### config.mk
export PLATFORM = sky130hd
export DESIGN_NAME = dm_stage_flat
export DESIGN_NICKNAME = d
export VERILOG_FILES = /design/src/rtl/dm_stage_if.sv /design/src/rtl/dm_stage.sv /design/src/flat_wrapper.sv
export SDC_FILE = /design/constraint.sdc
export NUM_CORES = 1
export LEC_CHECK = 0
export ABC_AREA = 0
export CELL_PAD_IN_SITES_DETAIL_PLACEMENT = 1
export CELL_PAD_IN_SITES_GLOBAL_PLACEMENT = 2
export CORE_MARGIN = 3
export CORE_UTILIZATION = 26
export DETAILED_ROUTE_END_ITERATION = 7
export PLACE_DENSITY = 0.91
export SLEW_MARGIN = 20
export SYNTH_ARGS = -nofsm -noshare
export SYNTH_HDL_FRONTEND = slang
export SYNTH_SLANG_ARGS = --single-unit
### constraint.sdc
create_clock -name clk -period 2.1 [get_ports clk]
set_input_delay 0.525 -clock clk [delete_from_list [all_inputs] [get_ports clk]]
set_output_delay 0.525 -clock clk [all_outputs]
set_load 0.01 [all_outputs]
### src/rtl/dm_stage_if.sv
// dm_stage_if -- data-memory request/acknowledge bus between dm_stage and memory.
//   master (stage side): drives mem_req, mem_we, mem_addr, mem_wdata;
//                        samples mem_ack, mem_rdata.
//   slave  (memory side): the mirror image.
// mem_rdata is valid in the cycle mem_ack is high for a load.
interface dm_stage_if #(
  parameter int DW = 17,
  parameter int AW = 16
) ();
  logic          mem_req;
  logic          mem_we;
  logic [AW-1:0] mem_addr;
  logic [DW-1:0] mem_wdata;
  logic          mem_ack;
  logic [DW-1:0] mem_rdata;

  modport master (output mem_req, mem_we, mem_addr, mem_wdata,
                  input  mem_ack, mem_rdata);
  modport slave  (input  mem_req, mem_we, mem_addr, mem_wdata,
                  output mem_ack, mem_rdata);
endinterface

### src/rtl/dm_stage.sv
// dm_stage -- data-memory pipeline stage sitting after the EX ALU.
// Non-memory ops pass ex_alu_res through to WB with one cycle of latency.
// Loads and stores go out on the req/ack bus; the stage stalls upstream
// until the access completes, is rejected, or times out after MAX_WAIT cycles.
//
// Ports:
//   clk, rst_n          clock, synchronous active-low reset
//   ex_*                EX/DM instruction bundle (held stable while stall_DM)
//   stall_DM            freeze upstream
//   mem (master)        data-memory bus (dm_stage_if)
//   wb_*                registered WB bundle, wb_valid is a one-cycle pulse
//   mem_err             sticky error (bad address, re&we, timeout)
//
// Optional feature macro: DM_STORE_FWD_EN -- single-entry buffer of the last
// acked store; a load hitting it completes in one cycle with no request.
module dm_stage #(
  parameter int DW       = 17,
  parameter int AW       = 16,
  parameter int MAX_WAIT = 255
) (
  input  logic          clk,
  input  logic          rst_n,
  input  logic          ex_valid,
  input  logic [DW-1:0] ex_alu_res,
  input  logic [DW-1:0] ex_st_data,
  input  logic          ex_re,
  input  logic          ex_we,
  input  logic [3:0]    ex_dst_addr,
  input  logic          ex_rf_we,
  output logic          stall_DM,
  dm_stage_if.master    mem,
  output logic          wb_valid,
  output logic [DW-1:0] wb_data,
  output logic [3:0]    wb_dst_addr,
  output logic          wb_rf_we,
  output logic          mem_err
);
  localparam int CW = $clog2(MAX_WAIT + 1);

  typedef enum logic {S_IDLE, S_WAIT} state_t;
  state_t r_state, w_nxt;

  logic [CW-1:0] r_wcnt;
  logic          r_req, r_we;
  logic [AW-1:0] r_addr;
  logic [DW-1:0] r_wdata;
  logic [3:0]    r_dst;
  logic          r_rf_we;
  logic          r_wb_vld, r_wb_rf_we, r_err;
  logic [DW-1:0] r_wb_data;
  logic [3:0]    r_wb_dst;

  logic w_memop, w_oor, w_hit, w_issue, w_ack, w_timeout;

  assign w_memop   = ex_valid & (ex_re | ex_we);
  // MSB of the ALU result flags an address outside the memory window
  assign w_oor     = ex_alu_res[DW-1];
  assign w_ack     = (r_state == S_WAIT) & mem.mem_ack;
  // ack in the last allowed cycle still wins over the timeout
  assign w_timeout = (r_state == S_WAIT) & ~mem.mem_ack & (r_wcnt == CW'(MAX_WAIT - 1));
  assign w_issue   = (r_state == S_IDLE) & w_memop & ~w_oor & ~w_hit;

`ifdef DM_STORE_FWD_EN
  logic          r_fwd_vld;
  logic [AW-1:0] r_fwd_addr;
  logic [DW-1:0] r_fwd_data;
  assign w_hit = ex_re & ~ex_we & ~w_oor & r_fwd_vld & (r_fwd_addr == ex_alu_res[AW-1:0]);
`else
  assign w_hit = 1'b0;
`endif

  // state register + wait counter (counter restarts on each WAIT entry)
  always_ff @(posedge clk) begin
    if (!rst_n) begin
      r_state <= S_IDLE;
      r_wcnt  <= '0;
    end else begin
      r_state <= w_nxt;
      if (r_state == S_IDLE)  r_wcnt <= '0;
      else if (!mem.mem_ack)  r_wcnt <= r_wcnt + CW'(1);
    end
  end

  // next state
  always_comb begin
    w_nxt = r_state;
    case (r_state)
      S_IDLE: if (w_issue)           w_nxt = S_WAIT;
      S_WAIT: if (w_ack | w_timeout) w_nxt = S_IDLE;
    endcase
  end

  // outputs: the timeout cycle also retires the instruction, so upstream
  // is released then too, otherwise the same op would be replayed in IDLE
  always_comb begin
    stall_DM = 1'b0;
    case (r_state)
      S_IDLE: stall_DM = w_issue;
      S_WAIT: stall_DM = ~mem.mem_ack & ~w_timeout;
    endcase
  end

  // datapath / WB bundle
  always_ff @(posedge clk) begin
    if (!rst_n) begin
      r_req      <= 1'b0;
      r_we       <= 1'b0;
      r_addr     <= '0;
      r_wdata    <= '0;
      r_dst      <= '0;
      r_rf_we    <= 1'b0;
      r_wb_vld   <= 1'b0;
      r_wb_data  <= '0;
      r_wb_dst   <= '0;
      r_wb_rf_we <= 1'b0;
      r_err      <= 1'b0;
`ifdef DM_STORE_FWD_EN
      r_fwd_vld  <= 1'b0;
      r_fwd_addr <= '0;
      r_fwd_data <= '0;
`endif
    end else begin
      r_wb_vld <= 1'b0;
      if (r_state == S_IDLE) begin
        if (ex_valid && !(ex_re || ex_we)) begin
          r_wb_vld   <= 1'b1;
          r_wb_data  <= ex_alu_res;
          r_wb_dst   <= ex_dst_addr;
          r_wb_rf_we <= ex_rf_we;
        end else if (w_memop && w_oor) begin
          r_wb_vld   <= 1'b1;
          r_wb_data  <= '0;
          r_wb_dst   <= ex_dst_addr;
          r_wb_rf_we <= 1'b0;
          r_err      <= 1'b1;
        end else if (w_memop && w_hit) begin
`ifdef DM_STORE_FWD_EN
          r_wb_vld   <= 1'b1;
          r_wb_data  <= r_fwd_data;
          r_wb_dst   <= ex_dst_addr;
          r_wb_rf_we <= ex_rf_we;
`endif
        end else if (w_memop) begin
          r_req   <= 1'b1;
          r_we    <= ex_we;   // re&we resolves to a store
          r_addr  <= ex_alu_res[AW-1:0];
          r_wdata <= ex_st_data;
          r_dst   <= ex_dst_addr;
          r_rf_we <= ex_rf_we;
          if (ex_re && ex_we) r_err <= 1'b1;
        end
      end else if (w_ack) begin
        r_req      <= 1'b0;
        r_wb_vld   <= 1'b1;
        r_wb_dst   <= r_dst;
        r_wb_data  <= r_we ? '0 : mem.mem_rdata;
        r_wb_rf_we <= r_we ? 1'b0 : r_rf_we;
`ifdef DM_STORE_FWD_EN
        if (r_we) begin
          r_fwd_vld  <= 1'b1;
          r_fwd_addr <= r_addr;
          r_fwd_data <= r_wdata;
        end
`endif
      end else if (w_timeout) begin
        r_req      <= 1'b0;
        r_err      <= 1'b1;
        r_wb_vld   <= 1'b1;
        r_wb_dst   <= r_dst;
        r_wb_data  <= '0;
        r_wb_rf_we <= 1'b0;
`ifdef DM_STORE_FWD_EN
        r_fwd_vld  <= 1'b0;
`endif
      end
    end
  end

  assign mem.mem_req   = r_req;
  assign mem.mem_we    = r_we;
  assign mem.mem_addr  = r_addr;
  assign mem.mem_wdata = r_wdata;
  assign wb_valid      = r_wb_vld;
  assign wb_data       = r_wb_data;
  assign wb_dst_addr   = r_wb_dst;
  assign wb_rf_we      = r_wb_rf_we;
  assign mem_err       = r_err;
endmodule
### src/flat_wrapper.sv
// flat-port wrapper written by rule: the top's interface ports become plain ports
module dm_stage_flat 
#(
  parameter int DW       = 17,
  parameter int AW       = 16,
  parameter int MAX_WAIT = 255
)
  (clk, rst_n, ex_valid, ex_alu_res, ex_st_data, ex_re, ex_we, ex_dst_addr, ex_rf_we, stall_DM, wb_valid, wb_data, wb_dst_addr, wb_rf_we, mem_err, mem_mem_req, mem_mem_we, mem_mem_addr, mem_mem_wdata, mem_mem_ack, mem_mem_rdata);
  dm_stage_if #(.DW(DW), .AW(AW)) mem_i ();
  input  logic clk;
  input  logic rst_n;
  input  logic ex_valid;
  input  logic [DW-1:0] ex_alu_res;
  input  logic [DW-1:0] ex_st_data;
  input  logic ex_re;
  input  logic ex_we;
  input  logic [3:0] ex_dst_addr;
  input  logic ex_rf_we;
  output logic stall_DM;
  output logic wb_valid;
  output logic [DW-1:0] wb_data;
  output logic [3:0] wb_dst_addr;
  output logic wb_rf_we;
  output logic mem_err;
  output wire logic [$bits(mem_i.mem_req)-1:0] mem_mem_req;
  output wire logic [$bits(mem_i.mem_we)-1:0] mem_mem_we;
  output wire logic [$bits(mem_i.mem_addr)-1:0] mem_mem_addr;
  output wire logic [$bits(mem_i.mem_wdata)-1:0] mem_mem_wdata;
  input wire logic [$bits(mem_i.mem_ack)-1:0] mem_mem_ack;
  input wire logic [$bits(mem_i.mem_rdata)-1:0] mem_mem_rdata;
  assign mem_mem_req = mem_i.mem_req;
  assign mem_mem_we = mem_i.mem_we;
  assign mem_mem_addr = mem_i.mem_addr;
  assign mem_mem_wdata = mem_i.mem_wdata;
  assign mem_i.mem_ack = mem_mem_ack;
  assign mem_i.mem_rdata = mem_mem_rdata;
  dm_stage #(.DW(DW), .AW(AW), .MAX_WAIT(MAX_WAIT)) u_core (.clk(clk), .rst_n(rst_n), .ex_valid(ex_valid), .ex_alu_res(ex_alu_res), .ex_st_data(ex_st_data), .ex_re(ex_re), .ex_we(ex_we), .ex_dst_addr(ex_dst_addr), .ex_rf_we(ex_rf_we), .stall_DM(stall_DM), .mem(mem_i), .wb_valid(wb_valid), .wb_data(wb_data), .wb_dst_addr(wb_dst_addr), .wb_rf_we(wb_rf_we), .mem_err(mem_err));
endmodule
==> results.py, run 1 <==
metrics = {
    "clock_network": {
        "cts_made_buffers": 9,
        "cts.clk_slew.worst_paths_ps": 60,
        "cts_tree": "built",
        "cts_buffer_depth": 2,
        "cts_root_buf": "clkbuf_16",
        "insertion_delay_ps": 330,
        "hold_buffers": 0,
        "clock-sinks": 73,
        "htreeDepth": 3,
    },
    "yosys": {
        "synth_fa_ha_area_share_pct": 0.815,
        "yosys_most_used_dff": "dfxtp_1",
        "ys_seq_area_share_pct": 47.6,
        "muxShareOfSynthArea_pct": 0,
        "synth_xor_area_share_pct": 0.856,
        "synth_top_cell_area_share_pct": 47.6,
        "synth_async_sr_flop_share_pct": 0,
        "synth.largest_area_cell": "dfxtp_1",
        "syn_nets": 418,
        "synth-edff-count": 0,
        "synth_compound_area_share_pct": 28.9,
        "synth_cell_type_count": 40,
        "syn_avg_cell_area_um2": 8.67,
        "synth_seq_cells": 73,
        "ys_warn_count": 0,
        "ys_top_cells_by_area": "dfxtp_1, o21ai_0, a21oi_1, nand3_1, a22oi_1",
        "synth_cells": 354,
        "synth.cell_area_um2": 3070,
        "synth_top_family_by_area": "compound AO/OA/AOI/OAI gates",
        "synth_simple_gate_area_share_pct": 15.0,
    },
    "job": {
        "cap_viol_max_count": 0,
    },
    "sta": {
        "worst_pin_slew_ps": 561,
        "whs_ps": 460,
        "rsz0062_at_grt": "no",
        "finalHoldViolCount": 0,
        "fmax_ghz": 0.503,
        "relSlewSlack_pct": 62.6,
        "setup_viol": 0,
        "period_needed_ps": 1990,
        "fin_skew_ps": 4.71,
        "final_max_slew_viol_count": 0,
        "fin_setup_tns_ps": 0,
        "period_share_pct": 94.6,
    },
    "floorplanning": {
        "io_pins": 122,
        "core_um2": 11500,
        "num_rows": 39,
        "die-area_um2": 13100,
        "die_w_um": 115,
        "dieHeight_um": 115,
        "start_util_pct": 26.8,
    },
    "critical_path": {
        "cp_cell_sequence": "clkdlybuf4s50_1 -> o21ba_2 -> nand2_1 -> nand2_1 -> buf_2",
        "crit_type": "input port to primary output",
        "required_ps": 1570,
        "arrival_ps": 1460,
        "max_stage_delay_ps": 440,
        "cpMostUsedCell": "nand2_1",
        "crit_path_max_fanout": 2,
        "cp-start-kind": "input port",
        "cp-end-kind": "primary output",
        "critPathSlowestCell": "clkdlybuf4s50_1",
    },
    "placed_design": {
        "hpwl_mm": 7.79,
        "placed_area_um2": 4520,
        "port_buffers": 121,
        "gp_congestion": 0.837,
    },
    "grt": {
        "overflow": 0,
        "antenna_found_initial": 0,
        "grt_pass1_wl_mm": 18.1,
        "grt_max_degree": 46,
        "grt_pass1_vias": 3521,
        "grt.total_usage_pct": 17.5,
    },
    "pwr": {
        "leakagePower_uw": 0.00167,
        "p_per_area_nw_per_um2": 783,
        "vdd_ir_drop_max_mv": 0.454,
    },
    "route": {
        "wl_per_cell_um": 18.2,
        "route.detailed.drc": 0,
        "ant_nets": 0,
        "drt_iter0_markers": 156,
        "viasPerCell": 5.14,
        "drt-total-wl_mm": 11.3,
        "firstDrtPassIters": 4,
        "vias": 3210,
    },
    "layout": {
        "stdcell_area_um2": 4860,
        "area_growth_syn_to_layout_pct": 58.4,
        "fin_nets": 540,
        "antenna_cells": 0,
        "layout_commonest_cell": "clkdlybuf4s50_1",
        "drive_above_1_share_pct": 10.6,
        "n_fill_cell": 1332,
        "final_cell_mix": "clkdlybuf4s50_1, dfxtp_1, o21ai_0",
        "final_core_util_pct": 42.4,
    },
    "min_path": {
        "hold_class": "flip-flop to flip-flop",
    },
    "outcome": {
        "status": "completed",
    },
}
==> critical path, delay by kind of cell <==
kind / cells / cell delay, ps
and+or+nand+nor: 2 / 120
buffers and inverters: 2 / 560
AOI/OAI and AO/OA: 1 / 260
==> cell type report <==
| cell class | instances | area, um^2 | share of cell area [%] |
|---|---|---|---|
| sequential | 73 | 1460 | 30.0 |
| multi-input combinational | 237 | 1410 | 29.1 |
| clock inverter | 6 | 105 | 2.16 |
| clock buffer | 10 | 239 | 4.91 |
| timing repair buffer | 143 | 1420 | 29.2 |
| tap | 143 | 179 | 3.68 |
| inverter | 12 | 45.0 | 0.926 |
==> what timing repair did <==
action / 4_1_cts / 5_1_grt
gates resized for setup: 4 / 3
buffers inserted: 0 / 0
endpoints found under the setup margin: 1 / 13
==> synthesized netlist by cell type, drive strengths merged (3+ instances only) <==
cell and count:
a21boi 5, a21oi 42, a221oi 4, a22oi 18, buf 11, clkbuf 21, dfxtp 73, inv 12
nand2 23, nand3 41, nor2 9, o21ai 45, o22ai 18, o31ai 5, or3 3, xor2 3
==> flip-flops by register name (all words and copies together) (netlist names) <==
name / flops
u_core.r_wcnt: 8
u_core.wb_valid: 1
u_core.mem.mem_we: 1
u_core.mem.mem_addr: 16
u_core.r_dst: 4
u_core.r_rf_we: 1
u_core.wb_rf_we: 1
u_core.r_state: 1
u_core.mem.mem_wdata: 17
u_core.wb_data: 17
u_core.mem_err: 1
u_core.mem.mem_req: 1
u_core.wb_dst_addr: 4
==> layer usage <==
metal | vias to the layer above | GRT usage [%] | part of all wire, %
met4 | 0 | 7.92 | 2.6
met1 | 1555 | 21.7 | 44
li1 | 1540 | - | -
met3 | 21 | 3.54 | 5.2
met5 | - | 0 | 0
met2 | 94 | 29.3 | 49
==> logic make-up after synthesis <==
logic type | after synthesis
adder cells (fa/ha/maj) | 2
XOR/XNOR | 3
flip-flops | 73
buffers and inverters | 44
AND/OR/NAND/NOR | 88
AO/OA/AOI/OAI | 144
==> power breakdown <==
group | leakage, uW | switching (uW) | total (uW) | internal (uW)
Sequential | 0.000594 | 33.2 | 1480 | 1450
Clock | 0.000172 | 581 | 1770 | 1190
Combinational | 0.000903 | 267 | 563 | 295
==> worst paths after layout <==
path / end / cells past startpoint / slack, ps / start
worst max-delay path: stall_DM / 5 / 110 / ex_alu_res[16]
worst min-delay path: u_core.wb_dst_addr[0] / 2 / 460 / u_core.r_dst[0]
worst max register to register: u_core.wb_dst_addr[3] / 4 / 460 / u_core.r_state
worst min register to register: u_core.wb_dst_addr[0] / 2 / 460 / u_core.r_dst[0]
==> metrics by stage <==
stage / power, uW / std cells / setup slack [ps]
2_1_floorplan: 1730 / 354 / 318
3_3_place_gp: 2060 / 608 / -336
6_report: 3810 / 624 / 112
3_5_place_dp: 2070 / 608 / -339
5_1_grt: 3970 / 624 / 34.9
4_1_cts: 3860 / 624 / 7.50
Power figures use the tool's default switching activity.
==> run 2: changes to the inputs <==
- ABC_AREA: 0 -> 1
- CORE_UTILIZATION: 26 -> 27
- PLACE_DENSITY: 0.91 -> 0.92
==> run 2 against run 1 <==
Net effect:
- synthesized cell count increased by 21%
- fmax increased by 0.76%
- wire length increased by 2.9%
- synthesized area increased by 14%
- critical path type is now flip-flop to primary output
- largest power group unchanged
- critical endpoint unchanged
==> results.py, run 2 <==
metrics = {
    "outcome": {
        "status": "completed",
    },
    "yosys": {
        "syn_avg_cell_area_um2": 8.14,
        "synth_seq_cells": 73,
        "ys_seq_area_share_pct": 41.8,
        "synth_cell_type_count": 26,
        "synth.cell_area_um2": 3490,
        "synth_common_cells": "nand2_1, dfxtp_1, a21oi_2",
        "yosysMostFrequentCell": "nand2_1",
        "synth_cells": 429,
        "yosys_most_used_dff": "dfxtp_1",
        "synth.largest_area_cell": "dfxtp_1",
        "synth_async_sr_flop_share_pct": 0,
        "synth-edff-count": 0,
        "ys_top_cells_by_area": "dfxtp_1, nand2_1, a21oi_2, nand3_2, a21oi_1",
        "synth_top_cell_area_share_pct": 41.8,
        "syn_nets": 493,
        "ys_warn_count": 0,
    },
    "layout": {
        "final_core_util_pct": 42.7,
        "drive_above_1_share_pct": 24.6,
        "stdcell_area_um2": 5260,
        "final_cell_mix": "clkdlybuf4s50_1, nand2_1, dfxtp_1",
        "fin_nets": 624,
        "area_growth_syn_to_layout_pct": 50.5,
        "antenna_cells": 0,
        "layout_commonest_cell": "clkdlybuf4s50_1",
    },
    "clock_network": {
        "cts_made_buffers": 9,
        "htreeDepth": 3,
        "cts_buffer_depth": 2,
        "clock-sinks": 73,
        "hold_buffers": 0,
        "cts_tree": "built",
        "insertion_delay_ps": 340,
        "cts.clk_slew.worst_paths_ps": 60,
        "post_cts_buffers": 0,
        "cts_root_buf": "clkbuf_16",
    },
    "placed_design": {
        "port_buffers": 121,
        "dp_slack_ps": -489,
        "hpwl_mm": 8.52,
        "placed_area_um2": 4960,
        "gp_congestion": 0.792,
    },
    "critical_path": {
        "r2r-end": "u_core.wb_dst_addr[3]",
        "path_delay_family": "simple AND/OR/NAND/NOR gates",
        "critPathSlowestCell": "dfxtp_2",
        "path_buf_inv": 3,
        "cp-start-kind": "flip-flop",
        "reg2reg_slack_ps": 500,
        "rr_worst_depth": 10,
        "required_ps": 1570,
        "crit_type": "flip-flop to primary output",
        "arrival_ps": 1450,
        "max_stage_delay_ps": 320,
        "cp_cell_sequence": "inv_2 -> ha_2 -> inv_1 -> nor2_1 -> nand3_1 -> nand3_2 -> nand2_1 -> buf_2",
        "cp-end-kind": "primary output",
        "regToRegStartpoint": "u_core.r_wcnt[0]",
        "crit_path_max_fanout": 2,
    },
    "floorplanning": {
        "dieHeight_um": 120,
        "die_w_um": 120,
        "core_um2": 12300,
        "io_pins": 122,
        "die-area_um2": 14300,
        "num_rows": 40,
        "start_util_pct": 28.4,
    },
    "sta": {
        "rsz0062_at_grt": "no",
        "relSlewSlack_pct": 57.4,
        "period_needed_ps": 1970,
        "fin_setup_tns_ps": 0,
        "setup_viol": 0,
        "worst_slack_ps": 127,
        "period_share_pct": 93.9,
        "finalHoldViolCount": 0,
        "worst_pin_slew_ps": 639,
        "final_max_slew_viol_count": 0,
        "fmax_ghz": 0.507,
        "fin_skew_ps": 6.89,
    },
    "min_path": {
        "hold_class": "flip-flop to flip-flop",
        "whs_path_depth": 2,
        "min_to": "u_core.mem.mem_req",
        "hold_start": "u_core.mem.mem_req",
    },
    "route": {
        "route.detailed.drc": 0,
        "route.top_layer_used": "met4",
        "firstDrtPassIters": 4,
        "drt_iter0_markers": 96,
        "ant_nets": 0,
        "wl_per_cell_um": 15.9,
        "drt-total-wl_mm": 11.7,
        "met3_length_um": 692,
        "met2_wirelength_mm": 5.71,
        "vias": 3349,
        "viasPerCell": 4.57,
        "wl_met1_mm": 5.12,
    },
    "pwr": {
        "leakagePower_uw": 0.00189,
        "p_per_area_nw_per_um2": 686,
        "vdd_ir_drop_max_mv": 0.299,
        "power_uw": 3610,
    },
    "grt": {
        "antenna_found_initial": 0,
        "grt_pass1_wl_mm": 18.5,
        "overflow": 0,
        "grt_max_degree": 41,
        "grt.total_usage_pct": 16.3,
        "grt_pass1_vias": 3532,
    },
    "job": {
        "cap_viol_max_count": 0,
    },
}
[run 2: metal layers]
layer,GRT usage (%),up-vias
met2,27.1,78
met1,20.0,1587
li1,-,1673
met5,0,-
met3,5.51,11
met4,5.08,0
[run 2: kinds of logic after synthesis]
logic type	Yosys count	share of synthesized area (%)
simple gates	215	32.1
mux	4	1.15
buf+inv	62	9.06
flops	73	41.8
fa+ha+maj	2	0.716
compound gates	73	15.2
[run 2: layout make-up]
type,count,area [um^2]
Clock buffer,13,250
Clock inverter,3,40.0
Fill cell,1521,7050
Inverter,35,131
Multi-Input combinational cell,294,1730
Sequential cell,73,1460
Tap cell,168,210
Timing Repair Buffer,147,1440
[run 2: through the flow]
stage / hold slack, ps / cells
finish: 460 / 733
global route: 487 / 733
CTS: 464 / 733
detailed placement: 455 / 717
global placement: 444 / 717
floorplan: 439 / 429
[run 2: where the power goes]
| group | switching, uW | internal (uW) | total, uW |
|---|---|---|---|
| Combinational | 296 | 301 | 597 |
| Clock | 582 | 950 | 1530 |
| Sequential | 34.9 | 1450 | 1480 |
| Total | 913 | 2700 | 3610 |
[run 2: timing repair]
| action | in CTS | in global routing |
|---|---|---|
| pin swaps | 1 | 2 |
| gates cloned | 0 | 0 |
| setup endpoints to repair | 1 | 1 |
| resized for setup | 8 | 5 |
[run 2: worst max-delay path by stage]
stage / endpoint / cells after the start / startpoint / slack [ps]
final: stall_DM / 8 / u_core.r_wcnt[0] / 130
after global routing: stall_DM / 8 / u_core.r_wcnt[0] / 2
after CTS: stall_DM / 8 / u_core.r_wcnt[0] / 6
after detailed placement: stall_DM / 8 / ex_valid / -490
after global placement: stall_DM / 8 / ex_valid / -460
after floorplan: stall_DM / 7 / ex_we / 350
[run 2: worst register-to-register path, stage by stage (launching register included)]
cell and delay (ps):
dfxtp_2 340, inv_2 40, ha_2 170, inv_1 70, nor2_1 50, nand3_1 110
buf_4 260, nand3_2 230, nand2_1 150, nand2_1 60, nor2_1 70
==> run 3: changes to the inputs <==
- SKIP_CTS_REPAIR_TIMING: unset -> 1
==> run 3 against run 2 <==
Net effect:
- clock skew about the same
- via count unchanged
- register-to-register slack about the same
- global-route usage unchanged
- critical path depth unchanged
- sequential share of layout area decreased by 0.059 points
- sequential power about the same
- setup slack improved by 6.8 ps
- worst hold slack about the same
- cell count unchanged
- total power about the same
==> results.py, run 3 (same netlist as run 2, synthesis figures left out) <==
metrics = {
    "pwr": {
        "p_per_area_nw_per_um2": 685,
        "vdd_ir_drop_max_mv": 0.299,
        "leakagePower_uw": 0.00191,
        "power_uw": 3610,
    },
    "floorplanning": {
        "num_rows": 40,
        "die-area_um2": 14300,
        "core_um2": 12300,
        "start_util_pct": 28.4,
        "dieHeight_um": 120,
        "die_w_um": 120,
        "io_pins": 122,
    },
    "route": {
        "route.detailed.drc": 0,
        "ant_nets": 0,
        "wl_per_cell_um": 15.9,
        "drt-total-wl_mm": 11.7,
        "drt_iter0_markers": 106,
        "viasPerCell": 4.57,
        "firstDrtPassIters": 4,
        "vias": 3349,
    },
    "critical_path": {
        "crit_path_max_fanout": 2,
        "cp-end-kind": "primary output",
        "required_ps": 1570,
        "arrival_ps": 1440,
        "cp-start-kind": "flip-flop",
        "crit_type": "flip-flop to primary output",
    },
    "min_path": {
        "hold_class": "flip-flop to flip-flop",
    },
    "placed_design": {
        "gp_congestion": 0.792,
        "hpwl_mm": 8.52,
        "placed_area_um2": 4960,
        "port_buffers": 121,
    },
    "sta": {
        "final_max_slew_viol_count": 0,
        "period_needed_ps": 1970,
        "fmax_ghz": 0.509,
        "whs_ps": 460,
        "finalHoldViolCount": 0,
        "fin_skew_ps": 6.92,
        "rsz0062_at_grt": "no",
        "setup_viol": 0,
        "relSlewSlack_pct": 57.6,
        "period_share_pct": 93.6,
        "worst_pin_slew_ps": 636,
        "fin_setup_tns_ps": 0,
    },
    "outcome": {
        "status": "completed",
    },
    "job": {
        "cap_viol_max_count": 0,
    },
    "grt": {
        "grt.total_usage_pct": 16.3,
        "antenna_found_initial": 0,
        "grt_pass1_vias": 3532,
        "grt_max_degree": 41,
        "grt_pass1_wl_mm": 18.5,
        "overflow": 0,
    },
    "layout": {
        "fin_nets": 624,
        "final_core_util_pct": 42.8,
        "antenna_cells": 0,
        "drive_above_1_share_pct": 24.6,
        "area_growth_syn_to_layout_pct": 50.9,
        "stdcell_area_um2": 5270,
        "seq_area_um2": 1460,
        "layout_commonest_cell": "clkdlybuf4s50_1",
        "final_cell_mix": "clkdlybuf4s50_1, nand2_1, dfxtp_1",
        "multi_input_area_um2": 1730,
        "n_fill_cell": 1518,
    },
    "clock_network": {
        "cts_buffer_depth": 2,
        "cts.clk_slew.worst_paths_ps": 60,
        "htreeDepth": 3,
        "insertion_delay_ps": 340,
        "cts_tree": "built",
        "clock-sinks": 73,
        "cts_made_buffers": 9,
        "cts_root_buf": "clkbuf_16",
    },
}
[run 3: critical path, cell delays in order, from the launching register on]
cell,delay (ps)
dfxtp_2,320
inv_2,50
ha_2,160
inv_1,50
nor2_1,100
nand3_1,120
nand3_2,110
nand2_1,70
clkbuf_2,130
[run 3: where the power goes]
part	internal, uW	leakage, uW	switching, uW
Sequential	1450	0.000595	35.1
Clock	950	0.000144	582
Combinational	302	0.00117	296
[run 3: per-layer routing]
metal,vias up,track usage [%],part of all wire [%]
met4,0,5.08,1.3
met1,1599,20.0,44
met5,-,0,0
met2,66,27.1,49
li1,1673,-,-
met3,11,5.51,5.4
[run 3: cell type report]
type	instances	share of cell area (%)
flip-flops and latches	73	27.8
well taps	168	3.99
inverters	35	2.49
multi-input cells	294	32.8
clock inverters	3	0.760
clock buffers	13	4.75
repair buffers	147	27.4
[run 3: metrics by stage]
step,setup WS (ps),instances
global route,11.5,733
floorplan,354,429
finish,134,733
detailed placement,-489,717
global placement,-461,717
CTS,-509,733
[run 3: worst paths after layout]
| check | startpoint | endpoint | slack (ps) | cells past startpoint |
|---|---|---|---|---|
| worst max-delay path | u_core.r_wcnt[0] | stall_DM | 130 | 8 |
| worst max register to register | u_core.r_wcnt[0] | u_core.wb_dst_addr[3] | 490 | 10 |
| worst min-delay path | u_core.mem.mem_req | u_core.mem.mem_req | 460 | 2 |
| worst min register to register | u_core.mem.mem_req | u_core.mem.mem_req | 460 | 2 |
